File: config.mk
export PLATFORM = sky130hd
export DESIGN_NAME = clap_sequence_decoder
export DESIGN_NICKNAME = d
export VERILOG_FILES = /design/src/rtl/clap_sequence_decoder.sv
export SDC_FILE = /design/constraint.sdc
export NUM_CORES = 1
export LEC_CHECK = 0
export ABC_AREA = 1
export BUFFER_PORTS_ARGS = -buffer_cell sky130_fd_sc_hd__buf_2
export CAP_MARGIN = 0
export CORE_MARGIN = 2
export CORE_UTILIZATION = 54
export DETAILED_ROUTE_END_ITERATION = 12
export HOLD_SLACK_MARGIN = 0.12
export PLACE_DENSITY = 0.77
export SKIP_LAST_GASP = 1
export SYNTH_ARGS = -nofsm -noshare
export SYNTH_HDL_FRONTEND = slang
export SYNTH_SLANG_ARGS = --single-unit
export TNS_END_PERCENT = 5
File: constraint.sdc
create_clock -name M_CLK -period 4.08 [get_ports M_CLK]
set_input_delay 0.408 -clock M_CLK [delete_from_list [all_inputs] [get_ports M_CLK]]
set_output_delay 0.408 -clock M_CLK [all_outputs]
set_load 0.005 [all_outputs]
File: src/rtl/clap_sequence_decoder.sv
// clap_sequence_decoder: groups clap pulses into sequences split by silence
// and reports each finished sequence's clap count as a one-cycle command.
module clap_sequence_decoder #(
   parameter int GAP_TIMEOUT = 60_000_000,
   parameter int MAX_CLAPS   = 7
) (
   input  logic       M_CLK,
   input  logic       rst_i,
   input  logic       clap_pulse_i,
   output logic       cmd_valid_o,
   output logic [2:0] cmd_count_o,
   output logic       cmd_ovf_o,
   output logic       toggle_o,
   output logic       busy_o
);

   localparam int TW = $clog2(GAP_TIMEOUT);
   localparam logic [TW-1:0] T_LAST = TW'(GAP_TIMEOUT - 1);
   localparam logic [2:0] C_MAX = 3'(MAX_CLAPS);

   typedef enum logic [1:0] {
      IDLE,
      COUNTING,
      REPORT
   } state_t;

   state_t          state, state_n;
   logic [2:0]      count, count_n;
   logic [TW-1:0]   timer, timer_n;
   logic            ovf, ovf_n;
   logic            valid_n;
   logic [2:0]      cmd_count_n;
   logic            cmd_ovf_n;
   logic            toggle_n;
   logic            busy_n;

   // state, sequence bookkeeping and registered outputs
   always_ff @(posedge M_CLK or posedge rst_i) begin
      if (rst_i) begin
         state       <= IDLE;
         count       <= '0;
         timer       <= '0;
         ovf         <= 1'b0;
         cmd_valid_o <= 1'b0;
         cmd_count_o <= '0;
         cmd_ovf_o   <= 1'b0;
         toggle_o    <= 1'b0;
         busy_o      <= 1'b0;
      end else begin
         state       <= state_n;
         count       <= count_n;
         timer       <= timer_n;
         ovf         <= ovf_n;
         cmd_valid_o <= valid_n;
         cmd_count_o <= cmd_count_n;
         cmd_ovf_o   <= cmd_ovf_n;
         toggle_o    <= toggle_n;
         busy_o      <= busy_n;
      end
   end

   // next-state: clap counting, silence timing and report generation
   always_comb begin
      state_n     = state;
      count_n     = count;
      timer_n     = timer;
      ovf_n       = ovf;
      valid_n     = 1'b0;
      cmd_count_n = cmd_count_o;
      cmd_ovf_n   = cmd_ovf_o;
      toggle_n    = toggle_o;

      unique case (state)
         IDLE, REPORT: begin
            if (clap_pulse_i) begin
               count_n = 3'd1;
               ovf_n   = 1'b0;
               timer_n = '0;
               state_n = COUNTING;
            end else begin
               state_n = IDLE;
            end
         end
         COUNTING: begin
            if (clap_pulse_i) begin
               timer_n = '0;
               if (count < C_MAX) begin
                  count_n = count + 3'd1;
               end else begin
                  ovf_n = 1'b1;
               end
            end else if (timer == T_LAST) begin
               state_n     = REPORT;
               valid_n     = 1'b1;
               cmd_count_n = count;
               cmd_ovf_n   = ovf;
               if (count == 3'd2 && !ovf) begin
                  toggle_n = ~toggle_o;
               end
            end else begin
               timer_n = timer + TW'(1);
            end
         end
         default: state_n = IDLE;
      endcase

      busy_n = (state_n == COUNTING);
   end

endmodule
==> flow_summary.ini, run 1 <==
[route]
drt-total-wl_um = 5623
drt-pass1-iter-count = 5
ant_nets = 0
wl_met1_um = 2726
avgRoutedWirePerCell_um = 13.82
drt_iter0_markers = 202
drc = 0
routed.top_layer = met4
routed_via_density = 5.469
dr_wl_met3_um = 372
met2_wirelength_um = 2470
via_count = 2226

[timing]
drv_slew = 0
finalCritPeriodShare = 0.4676
fmax_mhz = 524.2
tightest_slew_ps = 487.1
relSlewSlack = 0.6753
hold_viol_final = 0
finalSetupViolations = 0
fin_setup_tns_ps = 0
period_minus_slack_ps = 1908
rsz0062_at_grt = no
fin_skew_ps = 4.556

[final_layout]
layout-drive-gt1-share = 0.1099
layout.nets = 360
syn_to_final_growth_pct = 6.555
insertedDiodeCount = 0

[logic_synthesis]
synth.distinct_cells = 31
ys_seq_area_frac = 0.3963
synthTopCellsByArea = dfrtp_1, nand2_1, nor2_1, nand3_1, nand4_1
synth_compound_gate_area_share = 0.09096
synth-main-ff-cell = dfrtp_1
synth_edf_count = 0
yosysTopAreaCell = dfrtp_1
syn_area_um2 = 2462
ys_async_sr_fraction = 1.000
synth_top_area_frac = 0.3963
synth.mux.area_fraction = 0
synthAdderAreaFrac = 0.01524
synth_warnings = 0
syn_inst = 343
synth-xor-area-share = 0.02490
ys_ff_latch = 39
synth_top_family_by_area = simple AND/OR/NAND/NOR gates
syn_nets = 349
synthSimpleGateAreaFrac = 0.3958
syn_area_per_cell_um2 = 7.179

[pwr]
peakVddDrop_uv = 154.6
total_power_w = 0.0008041
p_per_area_nw_per_um2 = 306.5
p_leak_nw = 1.131

[clock_network]
clockRootBuffer = clkbuf_8
numClockSinks = 39
path_clk_slew_ps = 70
post_cts_resized = 0
clock_latency_ps = 290
hold_buffers = 0
tritoncts = done
cts.path.max_buffers = 2
numCtsBuffers = 5
post_cts_buffers = 0
htreeDepth = 2

[grt]
grt-ovfl-total = 0
grt_pass1_wl_um = 9632
grt_usage = 0.2417
antenna_found_initial = 0
first_global_vias = 2002
grt_max_degree = 40

[critical_path]
reg2reg_slack_ps = 2170
crit_path_start_kind = flop
rr_worst_depth = 10
cp.arrival_ps = 2090
endpoint_kind = flop
critPathKind = reg -> reg
cp_max_fo = 19
worstPathRequired_ps = 4260

[run]
cap_violations = 0

[placement]
io_buffer_count = 9
dpl.hpwl_um = 4176
place.gp.congestion = 0.9354

[status]
outcome = completed

[floorplan]
ios = 10
dieHeight_um = 71.53
start_util = 0.5616
design.core.area_um2 = 4384
rows = 24
die_width_um = 71.53
dieArea_um2 = 5116

[hold_path]
min_path_type = in -> async
-- per-layer routing --
metal | vias up | track usage
met5 | - | 0
met4 | 0 | 0.06499
met3 | 5 | 0.04219
met2 | 77 | 0.3714
met1 | 1006 | 0.3542
li1 | 1138 | -
-- Yosys cell counts, types with 3 or more instances --
master and count:
clkbuf_1 4, nor2_1 51, o21ai_2 7, nor3_1 7, o21ai_1 13, nor2_4 4, nand3_1 26, inv_2 6
o21bai_1 3, o21ai_0 10, xor2_1 5, ha_1 3, inv_1 32, dfrtp_1 39, nand2_1 94, nand4_1 20
-- final cells by class --
| type | count | area, um2 |
|---|---|---|
| fill | 411 | 1760 |
| multi-input combinational | 259 | 1297 |
| sequential | 39 | 975.9 |
| inverter | 39 | 151.4 |
| clock buffer | 7 | 76.32 |
| tap | 52 | 65.06 |
| timing repair buffer | 10 | 52.55 |
| clock inverter | 1 | 5.005 |
-- critical path, cell delays in order (launching register included) --
cell     delay (ps)
dfrtp_1         420
ha_1            300
nand2_2         110
nor2_4          160
nand2_4         110
nor2_4          120
nand3_4         120
nand2_8         160
inv_6           110
nand3_1         110
o21ai_2          60
-- through the flow --
stage / std cells / util / hold slack (ps) / setup WS [ps] / area (um2)
floorplan: 343 / - / 468.1 / 2418 / 2462
global placement: 399 / 0.5799 / 456.6 / 2205 / 2542
detailed placement: 399 / 0.5799 / 467.7 / 2153 / 2542
CTS: 407 / 0.5985 / 244.6 / 2182 / 2624
global route: 407 / 0.5985 / 282.8 / 2007 / 2624
finish: 407 / 0.5985 / 225.1 / 2172 / 2624
-- worst paths after layout --
check                                      from                    endpoint
setup / recovery           timer[0]$_DFFE_PP0P_        timer[3]$_DFFE_PP0P_
hold / removal                            rst_i        timer[9]$_DFFE_PP0P_
setup reg to reg           timer[0]$_DFFE_PP0P_        timer[3]$_DFFE_PP0P_
hold reg to reg            toggle_o$_DFFE_PP0P_        toggle_o$_DFFE_PP0P_
max in group asynchronous                 rst_i  cmd_count_o[1]$_DFFE_PP0P_
min in group M_CLK         toggle_o$_DFFE_PP0P_        toggle_o$_DFFE_PP0P_
-- report_power, final --
part	total (W)	switching [W]	internal [W]
sequential	0.000433	0.0000214	0.000412
combinational	0.000117	0.0000836	0.0000337
clock	0.000254	0.000134	0.000120
-- logic make-up (layout without fill, tap and decap cells) --
family / after synthesis / after routing
buffers and inverters: 45 / 57
AO/OA/AOI/OAI: 37 / 37
adder cells (fa/ha/maj): 3 / 3
flip-flops: 39 / 39
AND/OR/NAND/NOR: 212 / 212
XOR/XNOR: 7 / 7
-- flip-flops by register name, summed over array words and instances, names as in the netlist --
register     count
cmd_count_o      3
cmd_ovf_o        1
state            2
timer           26
toggle_o         1
count            3
ovf              1
cmd_valid_o      1
busy_o           1
-- layout by cell type, fill, tap and decap left out, drive strengths merged, types with 3 or more instances in the layout --
| cell | instances |
|---|---|
| nand2 | 97 |
| nor2 | 55 |
| dfrtp | 39 |
| inv | 39 |
| o21ai | 30 |
| nand3 | 27 |
| nand4 | 20 |
| buf | 10 |
| nor3 | 7 |
| clkbuf | 7 |
| xor2 | 5 |
| o21bai | 3 |
| ha | 3 |
Note: power is estimated with default switching activity, not from simulation.
==> inputs of run 2 (changes only) <==
==> constraint.sdc (replaced) <==
create_clock -name M_CLK -period 1.85 [get_ports M_CLK]
set_input_delay 0.185 -clock M_CLK [delete_from_list [all_inputs] [get_ports M_CLK]]
set_output_delay 0.185 -clock M_CLK [all_outputs]
set_load 0.005 [all_outputs]
==> run 2 against run 1 <==
Die area did not move. Critical path depth is the same. Design area increased by 3.4%. Critical endpoint unchanged. Cell count is 1.5% higher. First-iteration DRC count rose by 20%. Largest cell class unchanged. Via count rose by 5.1%. Register-to-register slack worse by 2100 ps. Flip-flop and latch count unchanged. Non-clock buffer count increased by 6. Sequential power rose by 120%. Wire length rose by 10%.
==> flow_summary.ini, run 2 (synthesis gave the netlist of run 1 again) <==
[grt]
antenna_found_initial = 0
grt-ovfl-total = 0
grt_usage = 0.2604
grt_pass1_wl_um = 10310
first_global_vias = 2109
grt_max_degree = 40

[final_layout]
insertedDiodeCount = 0
layout.nets = 366
final_common_cell = nand2_1
final_cell_mix = nand2_1, nor2_1, dfrtp_1, inv_1, nand3_1
regMostFlops = timer
reg_top3 = timer (26), cmd_count_o (3), count (3)
largest_reg_flops = 26
final_cells = 413
syn_to_final_growth_pct = 10.16
layout-drive-gt1-share = 0.1302

[floorplan]
dieHeight_um = 71.53
start_util = 0.5616
design.core.area_um2 = 4384
die_width_um = 71.53
dieArea_um2 = 5116
rows = 24
ios = 10

[critical_path]
crit_path_start_kind = flop
endpoint_kind = flop
critPathBufInv = 1
critPathKind = reg -> reg
crit_path_frequent_cell = nor2_4
reg2reg_slack_ps = 80
cpPeakStageDelay_ps = 420
worstPathRequired_ps = 2040
critPathSlowestCell = dfrtp_1
rr_worst_depth = 10
critical-path-top-delay-family = simple AND/OR/NAND/NOR gates
r2r_end = timer[3]$_DFFE_PP0P_
r2r_start = timer[0]$_DFFE_PP0P_
path_cells = ha_1 -> nand2_2 -> nor2_4 -> nand2_4 -> nor2_4 -> nand3_4 -> nand2_8 -> inv_6 -> nand3_1 -> o21ai_2
cp_max_fo = 19
cp.arrival_ps = 1960

[clock_network]
htreeDepth = 2
numCtsBuffers = 5
tritoncts = done
numClockSinks = 39
clock_latency_ps = 300
cts.path.max_buffers = 2
path_clk_slew_ps = 80
clockRootBuffer = clkbuf_8

[timing]
period_minus_slack_ps = 1772
finalCritPeriodShare = 0.9579
relSlewSlack = 0.6736
fin_skew_ps = 6.544
tightest_slew_ps = 489.6
hold_viol_final = 0
finalSetupViolations = 0
fmax_mhz = 564.3
rsz0062_at_grt = yes
drv_slew = 0

[route]
via_count = 2339
drt-total-wl_um = 6189
drt_iter0_markers = 243
avgRoutedWirePerCell_um = 14.99
drc = 0
routed_via_density = 5.663
drt-pass1-iter-count = 7
ant_nets = 0

[placement]
dpl.hpwl_um = 4590
dp_cells = 404
place.gp.congestion = 0.9388
io_buffer_count = 9

[pwr]
swShare = 0.2789
p_sw_w = 0.0005520
p_per_area_nw_per_um2 = 729.6
seq_power_share = 0.484
comb_power_share = 0.138
clkPwrFrac = 0.378
p_leak_nw = 1.180
total_power_w = 0.001979
power.internal_w = 0.001427
peakVddDrop_uv = 488.9

[hold_path]
hold_end = timer[12]$_DFFE_PP0P_
min_path_type = in -> reg
whs_path_depth = 2
hp-start = clap_pulse_i

[run]
cap_violations = 0

[status]
outcome = completed
run 2: changes by cell type in the layout (fill, tap and decap cells not counted):
cell | previous run | this run
clkbuf_1 | 2 | 0
nand3_1 | 26 | 25
bufinv_16 | 0 | 1
nand3_2 | 0 | 1
buf_4 | 1 | 6
dlygate4sd3_1 | 0 | 1
clkbuf_8 | 5 | 6
run 2: how the worst max path moves through the flow:
stage                                startpoint                          to  depth (start not counted)
after floorplan            timer[0]$_DFFE_PP0P_       timer[23]$_DFFE_PP0P_                         11
after global placement     timer[0]$_DFFE_PP0P_       cmd_ovf_o$_DFFE_PP0P_                          8
after detailed placement   timer[0]$_DFFE_PP0P_  cmd_count_o[0]$_DFFE_PP0P_                          8
after CTS                  timer[0]$_DFFE_PP0P_  cmd_count_o[0]$_DFFE_PP0P_                          8
after global routing      timer[10]$_DFFE_PP0P_       timer[23]$_DFFE_PP0P_                         10
final                      timer[0]$_DFFE_PP0P_        timer[3]$_DFFE_PP0P_                         10
run 2: what timing repair did:
item | CTS | global route
resized for setup | 0 | 1
hold endpoints to repair | 39 | 0
buffers inserted | 0 | 0
hold buffers | 1 | 0
setup endpoints to repair | 0 | 10
run 2: final cells by class:
type                    instances  area (um2)
clock buffers                   6       82.58
fillers                       400        1672
repair buffers                 16       100.1
flip-flops and latches         39       975.9
multi-input cells             259        1303
clock inverters                 2       35.03
inverters                      39       151.4
well taps                      52       65.06
run 2: through the flow:
| stage | hold slack, ps | utilization | area, um2 | setup TNS (ps) | worst slack (ps) |
|---|---|---|---|---|---|
| detailed placement | 330.3 | 0.5885 | 2580 | 0 | 76.62 |
| finish | 279.3 | 0.6187 | 2713 | 0 | 77.81 |
| global placement | 321.6 | 0.5885 | 2580 | 0 | 150.9 |
| floorplan | 390.1 | - | 2462 | 0 | 187.8 |
| CTS | 273.2 | 0.6176 | 2708 | 0 | 61.30 |
| global route | 289.4 | 0.6187 | 2713 | -104.5 | -40.97 |
run 2: power by group through the flow:
stage / Sequential (W) / Combinational (W) / Clock (W)
2_1_floorplan: 0.000961 / 0.000201 / 0
3_3_place_gp: 0.000969 / 0.000258 / 0
3_5_place_dp: 0.000975 / 0.000266 / 0
4_1_cts: 0.000957 / 0.000273 / 0.000751
5_1_grt: 0.000966 / 0.000312 / 0.000781
6_report: 0.000958 / 0.000272 / 0.000748
run 2: metal layers:
layer  vias up  track usage  wire length, um
met2        87       0.3920             2804
met3        16      0.04782              338
li1       1150            -                -
met4         0      0.09224              125
met1      1086       0.3783             2921
met5         -            0                0
